--- src/rtl/loader_pkg.sv ---
// Shared FSM states and default sizing for the game-loader SDRAM write bridge.
// Imported by the bridge top and its FIFO.
package loader_pkg;

    localparam int unsigned LOADER_DEPTH  = 8;
    localparam int unsigned LOADER_ADDR_W = 22;

    typedef enum logic [1:0] {
        IDLE,
        LOADING,
        DRAIN,
        DONE
    } state_e;

endpackage

--- src/rtl/loader_fifo.sv ---
// Synchronous FIFO with registered pointers and occupancy; head is read straight from storage.
// Caller only asserts push_i/pop_i when legal (pop when non-empty, push when not full or popping).
module loader_fifo
    import loader_pkg::*;
#(
    parameter int unsigned DEPTH = LOADER_DEPTH,
    parameter int unsigned W     = LOADER_ADDR_W + 8
) (
    input  logic         clock,
    input  logic         reset,
    input  logic         push_i,
    input  logic         pop_i,
    input  logic [W-1:0] wdata_i,
    output logic [W-1:0] rdata_o,
    output logic         full_o,
    output logic         empty_o
);

    localparam int unsigned PW = $clog2(DEPTH);
    localparam logic [PW:0] FULL_CNT = (PW + 1)'(DEPTH);

    logic [W-1:0]  mem_q [DEPTH];
    logic [PW-1:0] wr_ptr_q;
    logic [PW-1:0] rd_ptr_q;
    logic [PW:0]   count_q;

    // Storage is not reset; pointers and occupancy define what is valid.
    always_ff @(posedge clock) begin
        if (push_i) begin
            mem_q[wr_ptr_q] <= wdata_i;
        end
    end

    always_ff @(posedge clock) begin
        if (reset) begin
            wr_ptr_q <= '0;
            rd_ptr_q <= '0;
            count_q  <= '0;
        end else begin
            if (push_i) begin
                wr_ptr_q <= wr_ptr_q + 1'b1;
            end
            if (pop_i) begin
                rd_ptr_q <= rd_ptr_q + 1'b1;
            end
            case ({push_i, pop_i})
                2'b10:   count_q <= count_q + 1'b1;
                2'b01:   count_q <= count_q - 1'b1;
                default: count_q <= count_q;
            endcase
        end
    end

    assign rdata_o = mem_q[rd_ptr_q];
    assign full_o  = (count_q == FULL_CNT);
    assign empty_o = (count_q == '0);

endmodule

--- src/rtl/loader_write_bridge.sv ---
// Buffers game-loader bytes and writes one per SDRAM slot; mem_write rises one edge after the next slot.
// A full FIFO drops bytes and sets sticky overflow; LOADER_BRIDGE_CHECKSUM_EN adds a running byte checksum.
module loader_write_bridge
    import loader_pkg::*;
#(
    parameter int unsigned DEPTH  = LOADER_DEPTH,
    parameter int unsigned ADDR_W = LOADER_ADDR_W
) (
    input  logic              clock,
    input  logic              reset,
    input  logic              in_valid,
    input  logic [ADDR_W-1:0] in_addr,
    input  logic [7:0]        in_data,
    input  logic              loader_done,
    input  logic              slot,
    output logic [ADDR_W-1:0] mem_addr,
    output logic [7:0]        mem_data,
    output logic              mem_write,
    output logic              busy,
    output logic              overflow,
`ifdef LOADER_BRIDGE_CHECKSUM_EN
    output logic [15:0]       checksum,
`endif
    output logic              done
);

    localparam int unsigned EW = ADDR_W + 8;

    state_e              state_q;
    logic                done_q;
    logic                mem_write_q;
    logic [ADDR_W-1:0]   mem_addr_q;
    logic [7:0]          mem_data_q;
    logic                overflow_q;

    logic                fifo_full;
    logic                fifo_empty;
    logic [EW-1:0]       head;
    logic                accepting;
    logic                pop;
    logic                push;
    logic                drop;

    // A pop frees the head slot this cycle, so a full FIFO can still take a byte.
    assign accepting = (state_q != DONE);
    assign pop       = slot & ~fifo_empty;
    assign push      = in_valid & accepting & (~fifo_full | pop);
    assign drop      = in_valid & accepting & fifo_full & ~pop;

    loader_fifo #(
        .DEPTH (DEPTH),
        .W     (EW)
    ) u_fifo (
        .clock   (clock),
        .reset   (reset),
        .push_i  (push),
        .pop_i   (pop),
        .wdata_i ({in_addr, in_data}),
        .rdata_o (head),
        .full_o  (fifo_full),
        .empty_o (fifo_empty)
    );

    always_ff @(posedge clock) begin
        if (reset) begin
            mem_write_q <= 1'b0;
            mem_addr_q  <= '0;
            mem_data_q  <= '0;
            overflow_q  <= 1'b0;
        end else begin
            if (slot) begin
                mem_write_q <= ~fifo_empty;
                if (!fifo_empty) begin
                    {mem_addr_q, mem_data_q} <= head;
                end
            end
            if (drop) begin
                overflow_q <= 1'b1;
            end
        end
    end

    // A byte arriving on the finishing slot keeps the bridge in DRAIN so it is not lost.
    always_ff @(posedge clock) begin
        if (reset) begin
            state_q <= IDLE;
            done_q  <= 1'b0;
        end else begin
            case (state_q)
                IDLE: begin
                    if (push) begin
                        state_q <= LOADING;
                    end else if (loader_done) begin
                        state_q <= DRAIN;
                    end
                end
                LOADING: begin
                    if (loader_done) begin
                        state_q <= DRAIN;
                    end
                end
                DRAIN: begin
                    if (slot && fifo_empty && !push) begin
                        state_q <= DONE;
                        done_q  <= 1'b1;
                    end
                end
                DONE: begin
                    state_q <= DONE;
                end
                default: begin
                    state_q <= IDLE;
                end
            endcase
        end
    end

`ifdef LOADER_BRIDGE_CHECKSUM_EN
    logic [15:0] checksum_q;

    always_ff @(posedge clock) begin
        if (reset) begin
            checksum_q <= '0;
        end else if (pop && state_q != DONE) begin
            checksum_q <= checksum_q + {8'h00, head[7:0]};
        end
    end

    assign checksum = checksum_q;
`endif

    assign mem_write = mem_write_q;
    assign mem_addr  = mem_addr_q;
    assign mem_data  = mem_data_q;
    assign overflow  = overflow_q;
    assign done      = done_q;
    assign busy      = ~fifo_empty | mem_write_q;

endmodule

--- config.mk ---
export PLATFORM = sky130hd
export DESIGN_NAME = loader_write_bridge
export DESIGN_NICKNAME = d
export VERILOG_FILES = /design/src/rtl/loader_pkg.sv /design/src/rtl/loader_fifo.sv /design/src/rtl/loader_write_bridge.sv
export SDC_FILE = /design/constraint.sdc
export NUM_CORES = 1
export LEC_CHECK = 0
export ABC_AREA = 1
export CORE_MARGIN = 1
export CORE_UTILIZATION = 63
export DETAILED_ROUTE_END_ITERATION = 8
export PLACE_DENSITY = 0.86
export SKIP_LAST_GASP = 1
export SYNTH_ARGS = -nofsm -noshare
export SYNTH_HDL_FRONTEND = slang
export SYNTH_SLANG_ARGS = --single-unit
--- constraint.sdc ---
create_clock -name clock -period 7.7 [get_ports clock]
set_clock_uncertainty 0.2 [all_clocks]
set_input_delay 0.77 -clock clock [delete_from_list [all_inputs] [get_ports clock]]
set_output_delay 0.77 -clock clock [all_outputs]
set_load 0.005 [all_outputs]
# Word-level counts from Yosys, hierarchy flattened
# Memories as Yosys holds them, arrays and structs flattened. A register that Yosys moved wholly into a read port is not among the register bits.
# Index checks and enable logic that the tools add are counted.
# classes
n_addsub,4
n_eq_ne,8
mux,7
bitwise_logic,10
reduce_logical,8
# ops
operator,count
2-bit case mux with 4 select lines,1
4-bit case mux with 2 select lines,1
3-bit by 1-bit adder with 3-bit output (second input constant),2
2-bit equality test (second input constant),3
2-bit two-way mux,3
1-bit bitwise AND,5
4-bit by 1-bit adder with 4-bit output (second input constant),1
2-bit by 1-bit equality test with 1-bit output (second input constant),2
4-bit equality test (second input constant),1
4-bit logical NOT,1
2-bit inequality test (second input constant),2
2-bit AND reduction,2
4-bit by 1-bit subtractor with 4-bit output (second input constant),1
1-bit NOT,3
1-bit logical AND,2
2-bit logical NOT,1
1-bit two-way mux,2
1-bit bitwise OR,2
2-bit nonzero test,1
1-bit logical NOT,1
# totals
ff_bits,15
ram_bits,240
inputBits,35
output_inout_bits,34
elab_cells,45
n_memories,1
# mem_list
name,depth,word_bits,read_ports,rd_ports_with_merged_regs,wr,line_no,rtl
u_fifo.mem_q,8,30,1,1,1,loader_fifo.sv:22,logic [W-1:0] mem_q [DEPTH];

# Logic depth before layout (Yosys ltp)
# logic_depth
word_depth,9
ltp_mapped,13
mapped_depth_nobuf,13

# Cells and area by module
# A second synthesis with hierarchy kept.
# unflattened
hier_cells,930
hier_area_um2,11442.2
# by_module_without_submodules
module,n_inst,cells_each,area_per_inst_um2,seq_area_each_um2
loader_fifo,1,763,10149.7,7467.2
loader_write_bridge,1,167,1292.5,700.7

# Worst setup path before layout
# Ideal clock, no wire load.
# synth_timing
path_kind,input to register
startpoint,in in_valid
endpoint,"mem u_fifo.mem_q[0][0] (netlist bit), enable pin"
setup_time_ps,417
arrival_ps,2542
required_time_ps,7083
slack_ps,4541
path_stages,6
n_path_buf,0
cell_sequence,nand2_1 > inv_1 > nand2_4 > inv_4 > nand2_1 > nor2_1
# synth_via
elab_chain_cells,4
# synth_rtl
element,line_no,rtl
"start, declared",loader_write_bridge.sv:11,"input logic in_valid,"
1-bit bitwise AND (2 in series),loader_write_bridge.sv:47,assign push = in_valid & accepting & (~fifo_full | pop);
1-bit two-way mux,loader_fifo.sv:29,if (push_i) begin
1-bit two-way mux (not written as such),loader_fifo.sv:30,mem_q[wr_ptr_q] <= wdata_i;
"end, declared",loader_fifo.sv:22,
# No other way between the ends.

# Final worst setup path
# layout_timing
startpoint,in slot
endpoint,"mem u_fifo.mem_q[7][23] (netlist bit), enable pin"
# layout_via
elab_chain_cells,5
# layout_rtl
element,line_no,rtl
"start, declared",loader_write_bridge.sv:15,"input logic slot,"
1-bit bitwise AND,loader_write_bridge.sv:46,assign pop = slot & ~fifo_empty;
1-bit bitwise OR,loader_write_bridge.sv:47,
1-bit bitwise AND,loader_write_bridge.sv:47,
1-bit two-way mux,loader_fifo.sv:29,
1-bit two-way mux (not written as such),loader_fifo.sv:30,
# No other way between the ends.

==> summary.md <==
| Metric | Value |
|---|---|
| Post CTS Setup Buffer Count | 0 |
| GRT Overall Usage | 0.2667 |
| Max-cap viol count | 0 |
| Avg WL per Cell | 20.56 um |
| Initial antenna violation count | 0 |
| Post-synthesis xor/xnor area fraction | 0.0007969 |
| Min-Delay Path Class | reg2reg |
| Largest net degree at the start of global routing | 123 |
| Most frequent cells in the layout | 240 x edfxtp_1, 151 x o21ai_0, 129 x nor2_1 |
| Clk sink count | 285 |
| Post-synthesis mux area share | 0 |
| Post-synth top area share | 0.6557 |
| Synthesized-area fraction occupied by adder cells | 0.003415 |
| CP startpoint kind | input pin |
| Antenna diodes | 0 |
| Clock period minus worst slack | 3.016 ns |
| Compound-Gate Fraction of Synth Area | 0.1407 |
| Ports | 69 |
| Worst relative slew slack | 0.1890 |
| Top Family by Delay on Critical Path | buffers and inverters |
| Syn Area/Cell | 13.02 um2 |
| Worst hold margin | 0.2525 ns |
| Cell internal pwr | 2823 uW |
| Total gr overflow | 0 |
| Fin crit share | 0.3917 |
| Crit path DAT | 3.03 ns |
| Sw Pwr | around 1100 uW |
| Critical setup path kind | in2reg |
| Vias in the first global route | around 7k |
| Worst-skew pair later-pin latency | about 0.54 ns |
| CP bufs+invs | 4 |
| Most area-consuming cells after synthesis | edfxtp_1 66%, dfxtp_1 8.2%, o21ai_0 6.9% |
| Core Area | between 0.015 and 0.02 mm2 |
| Via count | 7084 |
| Via-per-instance ratio | 6.209 |
| Pwr dens | 309.6 mW/mm2 |
| Logic gate share of total power | 0.196 |
| Crit-path slowest cell | clkdlybuf4s50_1 |
| Max FO, Critical Path | 18 |
| Critical Path RT | 7.72 ns |
| Final core utilization | 0.7529 |
| Fmax | 0.3316 GHz |
| Worst-path clk slew | 0.06 ns |
| Cts hold-fix bufs | 0 |
| Final setup vio count | 0 |
| Worst path cell trace | clkdlybuf4s50_1, inv_2, nand4_2, nand2_4, nor2_1, inv_1, nor2_2, buf_4 |
| Status | finished, final reports clean |
| Site row count | between 40 and 50 |
| TritonCTS Buffers | 28 |
| Routability-driven placement congestion ratio | 0.7793 |
| WL final | 23.46 mm |
| Layout area overhead | 15.22% |
| Commonest non-fill, non-tap cell in the layout | edfxtp_1 |
| Clock root cell | clkbuf_16 |
| Chip height | between 100 and 150 um |
| Hold Vio Cnt, Final | 0 |
| Synthesized Nets | approximately 880 |
| Mapped Cells | around 840 |
| Seq pwr share | 0.467 |
| Drt drc | 0 |
| Main combinational cell family by area after synthesis | compound AO/OA/AOI/OAI gates |
| Simple-gate share of the synthesized area | 0.08049 |
| Crit-path max cell delay | 0.65 ns |
| Clock network fraction of total power | 0.337 |
| FF+latch count, synth | approximately 290 |
| Antenna-violating nets left | 0 |
| Starting Density | 0.6535 |
| Seq/Total Area, Yosys | 0.7377 |
| CTS resizes | 0 |
| P_leak | about 0.0043 uW |
| Actual slew at the worst max-slew pin | 1.215 ns |
| Synth cell types | 29 |
| Layout cell share with drive strength beyond 1 | 0.08903 |
| Critical path endpoint category | flip-flop |
| First-pass GRT wire length | 36.40 mm |
| DR pass1 iterations | 4 |
| Switch share | 0.2800 |
| Post-Route Setup TNS | 0 ns |
| Max VDD drop | 297.0 uV |
| CTS tree | done |
| Htree depth | 1 |
| PortBufs | between 60 and 70 |
| HPWL Detailed | 11.89 mm |
| Syn Std Cell Area | between 0.01 and 0.015 mm2 |
| Clock Tree Buf Depth | 3 |
| Die Wd | 134.1 um |
| Post-synth top area cell | edfxtp_1 |
| Syn. warnings | 0 |
| DRT iter0 DRCs | approximately 630 |
| Max-slew violation count | 0 |
| Unrepaired setup endpoints after global routing | no |
| Full die area | 0.01798 mm2 |
| Nets | 938 |
## registers in the layout (all words and copies together) (netlist names)
signal / cells
u_fifo.count_q: 4
state_q: 2
u_fifo.wr_ptr_q: 3
overflow: 1
mem_write: 1
u_fifo.mem_q: 240
done: 1
u_fifo.rd_ptr_q: 3
mem_data: 8
mem_addr: 22
## cells by family (layout without fill, tap and decap cells)
family                   after synthesis  count (layout)
AND/OR/NAND/NOR                      211             211
buffers and inverters                 82             159
flip-flops                           285             285
adder cells (fa/ha/maj)                3               3
AO/OA/AOI/OAI                        262             262
XOR/XNOR                               1               1
## area by class of cell
type	instances	area, um2
clock buffer	40	817.0
sequential	285	8112
tap	220	275.3
inverter	28	110.1
clock inverter	11	81.33
fill	1015	4155
multi-input combinational	477	2497
timing repair buffer	80	770.7
## through the flow
step	instances	power (uW)	setup slack (ns)	instance area (um2)
3_5_place_dp	1090	2612	4.153	11770
2_1_floorplan	844	2353	4.541	10990
5_1_grt	1141	4067	4.552	12660
4_1_cts	1141	3925	4.701	12660
3_3_place_gp	1090	2581	4.181	11770
6_report	1141	3921	4.684	12660
## per-layer routing
layer / share of wire / routed length, um / GRT usage / vias up
met3: 0.068 / 1588 / 0.03326 / 54
met2: 0.51 / 11940 / 0.4614 / 344
li1: - / - / - / 3243
met4: 0.031 / 734 / 0.1267 / 0
met5: 0 / 0 / 0 / -
met1: 0.39 / 9201 / 0.3369 / 3443
## Yosys cell counts, drive strengths merged
cell type,n
buf,20
ha,3
a21oi,42
inv,28
o221ai,60
xor2,1
edfxtp,240
nand3,7
dfxtp,45
nor2,140
o21ai,158
or2,1
nand2,58
nor3,1
clkbuf,34
a211oi,2
nand4,4
## worst register-to-register path, delay by kind of cell (launching register included)
kind,cells,cell delay (ns)
compound gates,3,0.67
buf+inv,3,1.62
flops,1,0.29
simple gates,1,0.10
## final timing paths
check | endpoint | slack [ns] | from | cells past startpoint
worst max-delay path | u_fifo.mem_q[7][23]$_DFFE_PP_ | 4.68 | slot | 8
worst max register to register | mem_addr[6]$_SDFFE_PP0P_ | 4.75 | u_fifo.rd_ptr_q[1]$_SDFFE_PP0P_ | 7
worst min register to register | done$_SDFFE_PP0P_ | 0.25 | done$_SDFFE_PP0P_ | 2
worst min-delay path | done$_SDFFE_PP0P_ | 0.25 | done$_SDFFE_PP0P_ | 2
## power by group through the flow
stage | sequential [uW] | combinational (uW) | clock, uW
finish | 1830 | 770 | 1320
global route | 1840 | 845 | 1380
CTS | 1830 | 766 | 1330
detailed placement | 1860 | 752 | 0
global placement | 1860 | 724 | 0
floorplan | 1860 | 491 | 0
Power figures use the tool's default switching activity.
